**src/rtl/alu_ctrl_pkg.sv**
```systemverilog
// Shared opcode numbering, six-bit ALU control words and FSM state encoding
// for the ALU control-word encoder.
package alu_ctrl_pkg;

   localparam logic [3:0] OP_MOV     = 4'd0;
   localparam logic [3:0] OP_ADD     = 4'd1;
   localparam logic [3:0] OP_SUB     = 4'd2;
   localparam logic [3:0] OP_AND     = 4'd3;
   localparam logic [3:0] OP_OR      = 4'd4;
   localparam logic [3:0] OP_XOR     = 4'd5;
   localparam logic [3:0] OP_NOT     = 4'd6;
   localparam logic [3:0] OP_INC     = 4'd7;
   localparam logic [3:0] OP_DEC     = 4'd8;
   localparam logic [3:0] OP_SLL     = 4'd9;
   localparam logic [3:0] OP_SLA     = 4'd10;
   localparam logic [3:0] OP_ROL     = 4'd11;
   localparam logic [3:0] OP_SRL     = 4'd12;
   localparam logic [3:0] OP_SRA     = 4'd13;
   localparam logic [3:0] OP_ROR     = 4'd14;
   localparam logic [3:0] OP_ILLEGAL = 4'd15;

   localparam logic [5:0] CW_MOV = 6'b000000;
   localparam logic [5:0] CW_ADD = 6'b010010;
   localparam logic [5:0] CW_SUB = 6'b010001;
   localparam logic [5:0] CW_AND = 6'b000110;
   localparam logic [5:0] CW_OR  = 6'b001010;
   localparam logic [5:0] CW_XOR = 6'b001110;
   localparam logic [5:0] CW_NOT = 6'b001100;
   localparam logic [5:0] CW_INC = 6'b011011;
   localparam logic [5:0] CW_DEC = 6'b011000;
   localparam logic [5:0] CW_SLL = 6'b100000;
   localparam logic [5:0] CW_SLA = 6'b100100;
   localparam logic [5:0] CW_ROL = 6'b100010;
   localparam logic [5:0] CW_SRL = 6'b101000;
   localparam logic [5:0] CW_SRA = 6'b101100;
   localparam logic [5:0] CW_ROR = 6'b101010;

   typedef enum logic [1:0] {
      S_IDLE  = 2'd0,
      S_ISSUE = 2'd1,
      S_DONE  = 2'd2
   } state_t;

endpackage

```
**src/rtl/alu_ctrl_rom.sv**
```systemverilog
// Combinational opcode decode: control word, shift-class flag and legality.
module alu_ctrl_rom
   import alu_ctrl_pkg::*;
(
   input  logic [3:0] i_op_code,
   output logic [5:0] o_ctrl,
   output logic       o_is_shift,
   output logic       o_legal
);

   always_comb begin
      o_ctrl  = CW_MOV;
      o_legal = 1'b1;
      case (i_op_code)
         OP_MOV:     o_ctrl = CW_MOV;
         OP_ADD:     o_ctrl = CW_ADD;
         OP_SUB:     o_ctrl = CW_SUB;
         OP_AND:     o_ctrl = CW_AND;
         OP_OR:      o_ctrl = CW_OR;
         OP_XOR:     o_ctrl = CW_XOR;
         OP_NOT:     o_ctrl = CW_NOT;
         OP_INC:     o_ctrl = CW_INC;
         OP_DEC:     o_ctrl = CW_DEC;
         OP_SLL:     o_ctrl = CW_SLL;
         OP_SLA:     o_ctrl = CW_SLA;
         OP_ROL:     o_ctrl = CW_ROL;
         OP_SRL:     o_ctrl = CW_SRL;
         OP_SRA:     o_ctrl = CW_SRA;
         OP_ROR:     o_ctrl = CW_ROR;
         OP_ILLEGAL: o_legal = 1'b0;
      endcase
      o_is_shift = (i_op_code >= OP_SLL) && (i_op_code <= OP_ROR);
   end

endmodule

```
**src/rtl/alu_ctrl_encoder.sv**
```systemverilog
// Issue-side ALU control encoder: accepts an op request, drives the control
// word for one or N cycles, then pulses done with the captured carry.
module alu_ctrl_encoder
   import alu_ctrl_pkg::*;
#(
   parameter int CNT_W = 4
) (
   input  logic             clk,
   input  logic             rst_n,
   input  logic             op_valid,
   output logic             op_ready,
   input  logic [3:0]       op_code,
   input  logic [CNT_W-1:0] op_count,
   input  logic             c_flag,
   output logic [5:0]       ctrl,
   output logic             alu_en,
   output logic             done,
   output logic             c_flag_out,
   output logic             err
);

   state_t           r_state;
   logic [CNT_W-1:0] r_cnt;
   logic [5:0]       r_ctrl;
   logic             r_ready;
   logic             r_alu_en;
   logic             r_done;
   logic             r_err;
   logic             r_cflag;

   logic [5:0]       w_ctrl;
   logic             w_is_shift;
   logic             w_legal;
   logic [CNT_W-1:0] w_cnt_init;

   alu_ctrl_rom u_rom (
      .i_op_code  (op_code),
      .o_ctrl     (w_ctrl),
      .o_is_shift (w_is_shift),
      .o_legal    (w_legal)
   );

   // A zero repeat count still issues once; non-shift ops always issue once.
   assign w_cnt_init = (w_is_shift && (op_count != '0)) ? op_count : CNT_W'(1);

   always_ff @(posedge clk or negedge rst_n) begin
      if (!rst_n) begin
         r_state  <= S_IDLE;
         r_cnt    <= '0;
         r_ctrl   <= CW_MOV;
         r_ready  <= 1'b1;
         r_alu_en <= 1'b0;
         r_done   <= 1'b0;
         r_err    <= 1'b0;
         r_cflag  <= 1'b0;
      end else begin
         case (r_state)
            S_IDLE: begin
               if (op_valid) begin
                  r_ready <= 1'b0;
                  r_cnt   <= w_cnt_init;
                  if (w_legal) begin
                     r_ctrl   <= w_ctrl;
                     r_alu_en <= 1'b1;
                     r_state  <= S_ISSUE;
                  end else begin
                     r_done  <= 1'b1;
                     r_err   <= 1'b1;
                     r_state <= S_DONE;
                  end
               end
            end
            S_ISSUE: begin
               // Last live cycle: carry reflects the final ALU step.
               if (r_cnt <= CNT_W'(1)) begin
                  r_cflag  <= c_flag;
                  r_ctrl   <= CW_MOV;
                  r_alu_en <= 1'b0;
                  r_done   <= 1'b1;
                  r_state  <= S_DONE;
               end else begin
                  r_cnt <= r_cnt - CNT_W'(1);
               end
            end
            S_DONE: begin
               r_done  <= 1'b0;
               r_err   <= 1'b0;
               r_ready <= 1'b1;
               r_state <= S_IDLE;
            end
            default: begin
               r_state  <= S_IDLE;
               r_ctrl   <= CW_MOV;
               r_alu_en <= 1'b0;
               r_done   <= 1'b0;
               r_err    <= 1'b0;
               r_ready  <= 1'b1;
            end
         endcase
      end
   end

   assign op_ready   = r_ready;
   assign ctrl       = r_ctrl;
   assign alu_en     = r_alu_en;
   assign done       = r_done;
   assign err        = r_err;
   assign c_flag_out = r_cflag;

endmodule

```
**config.mk**
```make
export PLATFORM = sky130hd
export DESIGN_NAME = alu_ctrl_encoder
export DESIGN_NICKNAME = d
export VERILOG_FILES = /design/src/rtl/alu_ctrl_pkg.sv /design/src/rtl/alu_ctrl_rom.sv /design/src/rtl/alu_ctrl_encoder.sv
export SDC_FILE = /design/constraint.sdc
export NUM_CORES = 1
export LEC_CHECK = 0
export ABC_AREA = 1
export ABC_CLOCK_PERIOD_IN_PS = 1690
export CAP_MARGIN = 25
export CORE_ASPECT_RATIO = 1.75
export CORE_MARGIN = 3
export CORE_UTILIZATION = 42
export CTS_CLUSTER_SIZE = 16
export DETAILED_ROUTE_END_ITERATION = 7
export GPL_TIMING_DRIVEN = 0
export PLACE_DENSITY_LB_ADDON = 0.12
export SLEW_MARGIN = 20
export SYNTH_ARGS = -nofsm -noshare
export SYNTH_HDL_FRONTEND = slang
export SYNTH_SLANG_ARGS = --single-unit
```
**constraint.sdc**
```tcl
create_clock -name clk -period 1.69 [get_ports clk]
set_input_delay 0.338 -clock clk [delete_from_list [all_inputs] [get_ports clk]]
set_output_delay 0.338 -clock clk [all_outputs]
set_load 0.01 [all_outputs]
```
==> flow_metrics.py, run 1 <==
metrics = {
    "job": {
        "drv_cap": 0,
    },
    "setup_path": {
        "critical_path.slowest_cell": "dfstp_2",
        "cp_max_fo": 2,
        "timing.rr.end": "ctrl[1]$_DFFE_PN0P_",
        "crit_type": "reg2out",
        "cp_top_family": "flip-flops",
        "critical_path_required_ps": 1350,
        "crit_start": "op_ready$_DFFE_PN1P_",
        "slowest_delay_ps": 530,
        "crit_arrival_ps": 1310,
        "reg2reg_depth": 10,
        "cp_num_buf_inv": 1,
        "worstReg2RegStart": "r_cnt[0]$_DFFE_PN0P_",
        "worstSetupStartpointType": "flop",
        "reg2reg_slack_ps": 140,
        "path_cells": "clkdlybuf4s50_1",
        "cp-end-kind": "output pin",
    },
    "floorplan": {
        "core-area_mm2": 0.00249,
        "io_pins": 23,
        "rows": 24,
        "die_h_um": 73.7,
        "die_width_um": 44.7,
        "initial_core_util": 0.442,
        "die_area_mm2": 0.00330,
    },
    "cts": {
        "cts_tree": "built",
        "clk_latency_ps": 250,
        "cts.path.max_buffers": 2,
        "clock_tree.root_cell": "clkbuf_8",
        "post_cts_resized": 0,
        "clock_sinks": 17,
        "clk_pin_slew_worst_paths_ps": 60,
        "cts_made_buffers": 3,
        "post_cts_buffers": 0,
        "h-tree-depth": 1,
        "ctsHoldBuffers": 0,
    },
    "yosys": {
        "netlist_area_mm2": 0.00110,
        "synth_seq_cells": 17,
        "synth.avg_cell_area_um2": 6.59,
        "yosysWarnings": 0,
        "synth_cells": 167,
        "synth_fp_nets": 181,
        "synthDistinctLibCells": 19,
        "ys_seq_area_frac": 0.388,
    },
    "timing": {
        "finalClockSkew_ps": 1.34,
        "rsz0062_at_grt": "no",
        "setup_violations": 0,
        "slew_viol_final": 0,
        "post-route-period-util": 0.973,
        "tightest_slew_ps": 739,
        "relSlewSlack": 0.506,
        "final_hold_viol_count": 0,
        "fmax_mhz": 608,
        "period_minus_slack_ps": 1640,
    },
    "detailed_routing": {
        "drc": 0,
        "met3_length_um": 41,
        "wire_per_inst_um": 11.1,
        "wl_met1_um": 867,
        "drtAntennaViolNets": 0,
        "via_per_inst": 4.87,
        "drtIter0Drc": 20,
        "drt-total-wl_um": 2420,
        "dr_wl_met2_um": 1480,
        "top_layer": "met4",
        "num_vias": 1061,
        "first_pass_iters": 4,
    },
    "grt": {
        "antenna_found_initial": 0,
        "grt_max_degree": 18,
        "grt_pass1_vias": 1124,
        "grt_pass1_wl_um": 4370,
        "grt_usage": 0.173,
        "grt-ovfl-total": 0,
    },
    "final_layout": {
        "drive_gt1_frac": 0.104,
        "syn_to_final_growth_pct": 26.2,
        "stdcell_count": 218,
        "antenna_cells": 0,
        "fin_nets": 207,
        "post-route-util": 0.558,
    },
    "hold_path": {
        "holdPathStages": 5,
        "worstHoldStart": "op_code[2]",
        "hold_path_end": "ctrl[4]$_DFFE_PN0P_",
        "hp-class": "in2reg",
    },
    "status": {
        "status": "finished, final reports clean",
    },
    "power_and_ir_drop": {
        "p_per_area_mw_per_mm2": 1600,
        "p_leak_nw": 0.765,
        "peakVddDrop_v": 0.000794,
    },
    "place": {
        "gp_congestion": 0.822,
        "dp.cells": 214,
        "dp_hpwl_um": 2080,
        "portBuffers": 21,
    },
}
layout make-up:
class                           instances  area, um2
Buffer                                  1       11.3
Timing Repair Buffer                   21        210
Multi-Input combinational cell        122        562
Inverter                               27        101
Clock buffer                            3       41.3
Tap cell                               26       32.5
Sequential cell                        17        427
Fill cell                             268       1100
Clock inverter                          1       5.00
logic make-up after synthesis:
kind of cell / count (synthesis) / synth area share
AOI/OAI and AO/OA: 8 / 0.0409
adders and majority gates: 2 / 0.0227
buffers and inverters: 28 / 0.102
DFF: 17 / 0.388
and+or+nand+nor: 112 / 0.447
cell usage after synthesis:
master | count | share of area
nor2_2 | 2 | 0.011
dfrtp_1 | 16 | 0.36
nand2_2 | 3 | 0.017
nand3_1 | 14 | 0.064
a21oi_2 | 1 | 0.0080
inv_2 | 3 | 0.010
nand4_2 | 1 | 0.011
ha_1 | 2 | 0.023
dfstp_2 | 1 | 0.024
o22ai_1 | 1 | 0.0057
nor2_4 | 3 | 0.031
a21oi_1 | 2 | 0.0091
nand2_4 | 1 | 0.010
nand2_1 | 70 | 0.24
inv_1 | 24 | 0.082
or2_0 | 1 | 0.0057
nor2_1 | 17 | 0.058
o21ai_0 | 4 | 0.018
buf_6 | 1 | 0.010
layout by cell type (no fill, tap or decap), drive strengths merged, types with 2 or more instances in the layout:
master,Yosys,layout
clkbuf,0,3
o21ai,4,4
nand2,74,74
a21oi,3,3
ha,2,2
dfrtp,16,16
nor2,22,22
nand3,14,14
inv,27,27
clkdlybuf4s50,0,21
state kept, by name (all words and copies together), names as in the netlist:
name,count
err,1
r_cnt,4
done,1
ctrl,6
op_ready,1
r_state,2
c_flag_out,1
alu_en,1
metrics by stage:
stage | setup slack [ps] | hold WS (ps) | power (mW) | cell area [um2] | TNS (ps)
6_report | 46.0 | 444 | 2.22 | 1390 | 0
5_1_grt | 12.3 | 490 | 2.44 | 1390 | 0
4_1_cts | 32.3 | 451 | 2.26 | 1390 | 0
3_5_place_dp | -66.4 | 463 | 1.96 | 1340 | -278
3_3_place_gp | 12.3 | 450 | 1.92 | 1340 | 0
2_1_floorplan | 372 | 42.4 | 1.51 | 1100 | 0
how the worst max path moves through the flow:
stage                            to  slack, ps  depth (start not counted)
6_report                   op_ready         50                          1
5_1_grt                    op_ready         10                          1
4_1_cts                    op_ready         30                          1
3_5_place_dp   r_cnt[3]$_DFFE_PN0P_        -70                          9
3_3_place_gp    ctrl[2]$_DFFE_PN0P_         10                          7
2_1_floorplan      done$_DFFE_PN0P_        370                          9
routing by layer:
metal / vias up / track usage
li1: 555 / -
met1: 492 / 0.159
met2: 12 / 0.358
met3: 2 / 0.0172
met4: 0 / 0.0604
met5: - / 0
where the power goes:
| part | total (mW) | internal [mW] | switching, mW |
|---|---|---|---|
| Clock | 0.298 | 0.163 | 0.135 |
| Sequential | 0.707 | 0.584 | 0.123 |
| Combinational | 1.22 | 0.494 | 0.725 |
Note: power is estimated with default switching activity, not from simulation.
==> run 2, diff against run 1 <==
--- a/config.mk
+++ b/config.mk
@@ -7,5 +7,5 @@
 export LEC_CHECK = 0
 export ABC_AREA = 1
-export ABC_CLOCK_PERIOD_IN_PS = 1690
+export ABC_CLOCK_PERIOD_IN_PS = 1900
 export CAP_MARGIN = 25
 export CORE_ASPECT_RATIO = 1.75
@@ -16,5 +16,4 @@
 export GPL_TIMING_DRIVEN = 0
 export PLACE_DENSITY_LB_ADDON = 0.12
-export SLEW_MARGIN = 20
 export SYNTH_ARGS = -nofsm -noshare
 export SYNTH_HDL_FRONTEND = slang
==> constraint.sdc (replaced) <==
create_clock -name clk -period 1.9 [get_ports clk]
set_input_delay 0.38 -clock clk [delete_from_list [all_inputs] [get_ports clk]]
set_output_delay 0.38 -clock clk [all_outputs]
set_load 0.05 [all_outputs]
==> flow_metrics.py, run 2 (same netlist as run 1, synthesis figures left out) <==
metrics = {
    "status": {
        "status": "finished, final reports clean",
    },
    "floorplan": {
        "rows": 24,
        "die_h_um": 73.7,
        "die_area_mm2": 0.00330,
        "die_width_um": 44.7,
        "io_pins": 23,
        "initial_core_util": 0.442,
        "core-area_mm2": 0.00249,
    },
    "cts": {
        "clk_latency_ps": 250,
        "post_cts_resized": 1,
        "post_cts_buffers": 0,
        "cts.path.max_buffers": 2,
        "clock_tree.root_cell": "clkbuf_8",
        "ctsHoldBuffers": 0,
        "clock_sinks": 17,
        "clk_pin_slew_worst_paths_ps": 70,
        "cts_made_buffers": 3,
        "cts_tree": "built",
        "h-tree-depth": 1,
    },
    "detailed_routing": {
        "drtAntennaViolNets": 0,
        "num_vias": 1061,
        "via_per_inst": 4.87,
        "drtIter0Drc": 20,
        "first_pass_iters": 4,
        "drt-total-wl_um": 2420,
        "drc": 0,
        "wire_per_inst_um": 11.1,
    },
    "timing": {
        "setup_slack_ps": 96.2,
        "rsz0062_at_grt": "no",
        "hold_ws_ps": 466,
        "relSlewSlack": 0.506,
        "fmax_mhz": 554,
        "fin_setup_tns_ps": 0,
        "period_minus_slack_ps": 1800,
        "tightest_slew_ps": 739,
        "finalClockSkew_ps": 1.34,
        "slew_viol_final": 0,
        "post-route-period-util": 0.949,
        "setup_violations": 0,
        "final_hold_viol_count": 0,
    },
    "final_layout": {
        "layout_commonest_cell": "nand2_1",
        "largest_register_ffs": 6,
        "seqCellArea_um2": 427,
        "layout_common_cells": "70 x nand2_1, 24 x inv_1, 20 x clkdlybuf4s50_1, 17 x nor2_1, 16 x dfrtp_1",
        "multi_input_comb_area_um2": 562,
        "post-route-util": 0.557,
        "syn_to_final_growth_pct": 26.1,
        "antenna_cells": 0,
        "fin_nets": 207,
        "drive_gt1_frac": 0.104,
        "nFillCells": 269,
    },
    "place": {
        "portBuffers": 21,
        "post-place-ws_ps": 102,
        "gp_congestion": 0.822,
        "dp_hpwl_um": 2080,
    },
    "setup_path": {
        "path_cells": "clkdlybuf4s50_1",
        "reg2reg_slack_ps": 350,
        "cp_top_family": "buffers and inverters",
        "crit_arrival_ps": 1420,
        "critical_path.slowest_cell": "clkdlybuf4s50_1",
        "cp_num_buf_inv": 1,
        "reg2reg_depth": 10,
        "slowest_delay_ps": 820,
        "worstSetupStartpointType": "flop",
        "cp_max_fo": 2,
        "worstReg2RegStart": "r_cnt[0]$_DFFE_PN0P_",
        "crit_type": "reg2out",
        "timing.rr.end": "ctrl[1]$_DFFE_PN0P_",
        "cp-end-kind": "output pin",
        "critical_path_required_ps": 1520,
    },
    "power_and_ir_drop": {
        "p_leak_nw": 0.768,
        "peakVddDrop_v": 0.000707,
        "p_per_area_mw_per_mm2": 1620,
    },
    "hold_path": {
        "holdPathStages": 2,
        "worstHoldStart": "op_ready$_DFFE_PN1P_",
        "hp-class": "reg2reg",
        "hold_path_end": "op_ready$_DFFE_PN1P_",
    },
    "grt": {
        "grt-ovfl-total": 0,
        "grt_usage": 0.173,
        "grt_pass1_vias": 1124,
        "grt_max_degree": 18,
        "grt_pass1_wl_um": 4370,
        "antenna_found_initial": 0,
    },
    "job": {
        "drv_cap": 0,
    },
}
[run 2: how the worst max path moves through the flow]
stage	from	to	depth (start not counted)
2_1_floorplan	r_cnt[0]$_DFFE_PN0P_	done$_DFFE_PN0P_	9
3_3_place_gp	op_code[1]	ctrl[2]$_DFFE_PN0P_	7
3_5_place_dp	op_code[3]	r_cnt[3]$_DFFE_PN0P_	9
4_1_cts	ctrl[3]$_DFFE_PN0P_	ctrl[3]	1
5_1_grt	ctrl[3]$_DFFE_PN0P_	ctrl[3]	1
6_report	ctrl[3]$_DFFE_PN0P_	ctrl[3]	1
[run 2: metal layers]
layer  vias up  routed length [um]  track usage
met1       492                 868        0.159
met5         -                   0            0
li1        555                   -            -
met3         2                  41       0.0172
met2        12                1480        0.358
met4         0                  25       0.0604
[run 2: layout make-up]
cell class,instances,share of cell area
clock inverters,1,0.00360
multi-input cells,122,0.405
inverters,27,0.0730
flip-flops and latches,17,0.307
clock buffers,3,0.0297
plain buffers,1,0.00811
repair buffers,21,0.150
well taps,26,0.0234
[run 2: through the flow]
step | area (um2) | std cells | total power [mW]
after floorplan | 1100 | 167 | 1.62
after global placement | 1340 | 214 | 1.98
after detailed placement | 1340 | 214 | 2.02
after CTS | 1390 | 218 | 2.28
after global routing | 1390 | 218 | 2.44
final | 1390 | 218 | 2.25
[run 2: power breakdown]
group / total, mW / leakage [nW] / internal, mW / switching [mW]
logic: 1.36 / 0.526 / 0.432 / 0.924
clock network: 0.265 / 0.0255 / 0.145 / 0.120
registers: 0.628 / 0.216 / 0.519 / 0.109
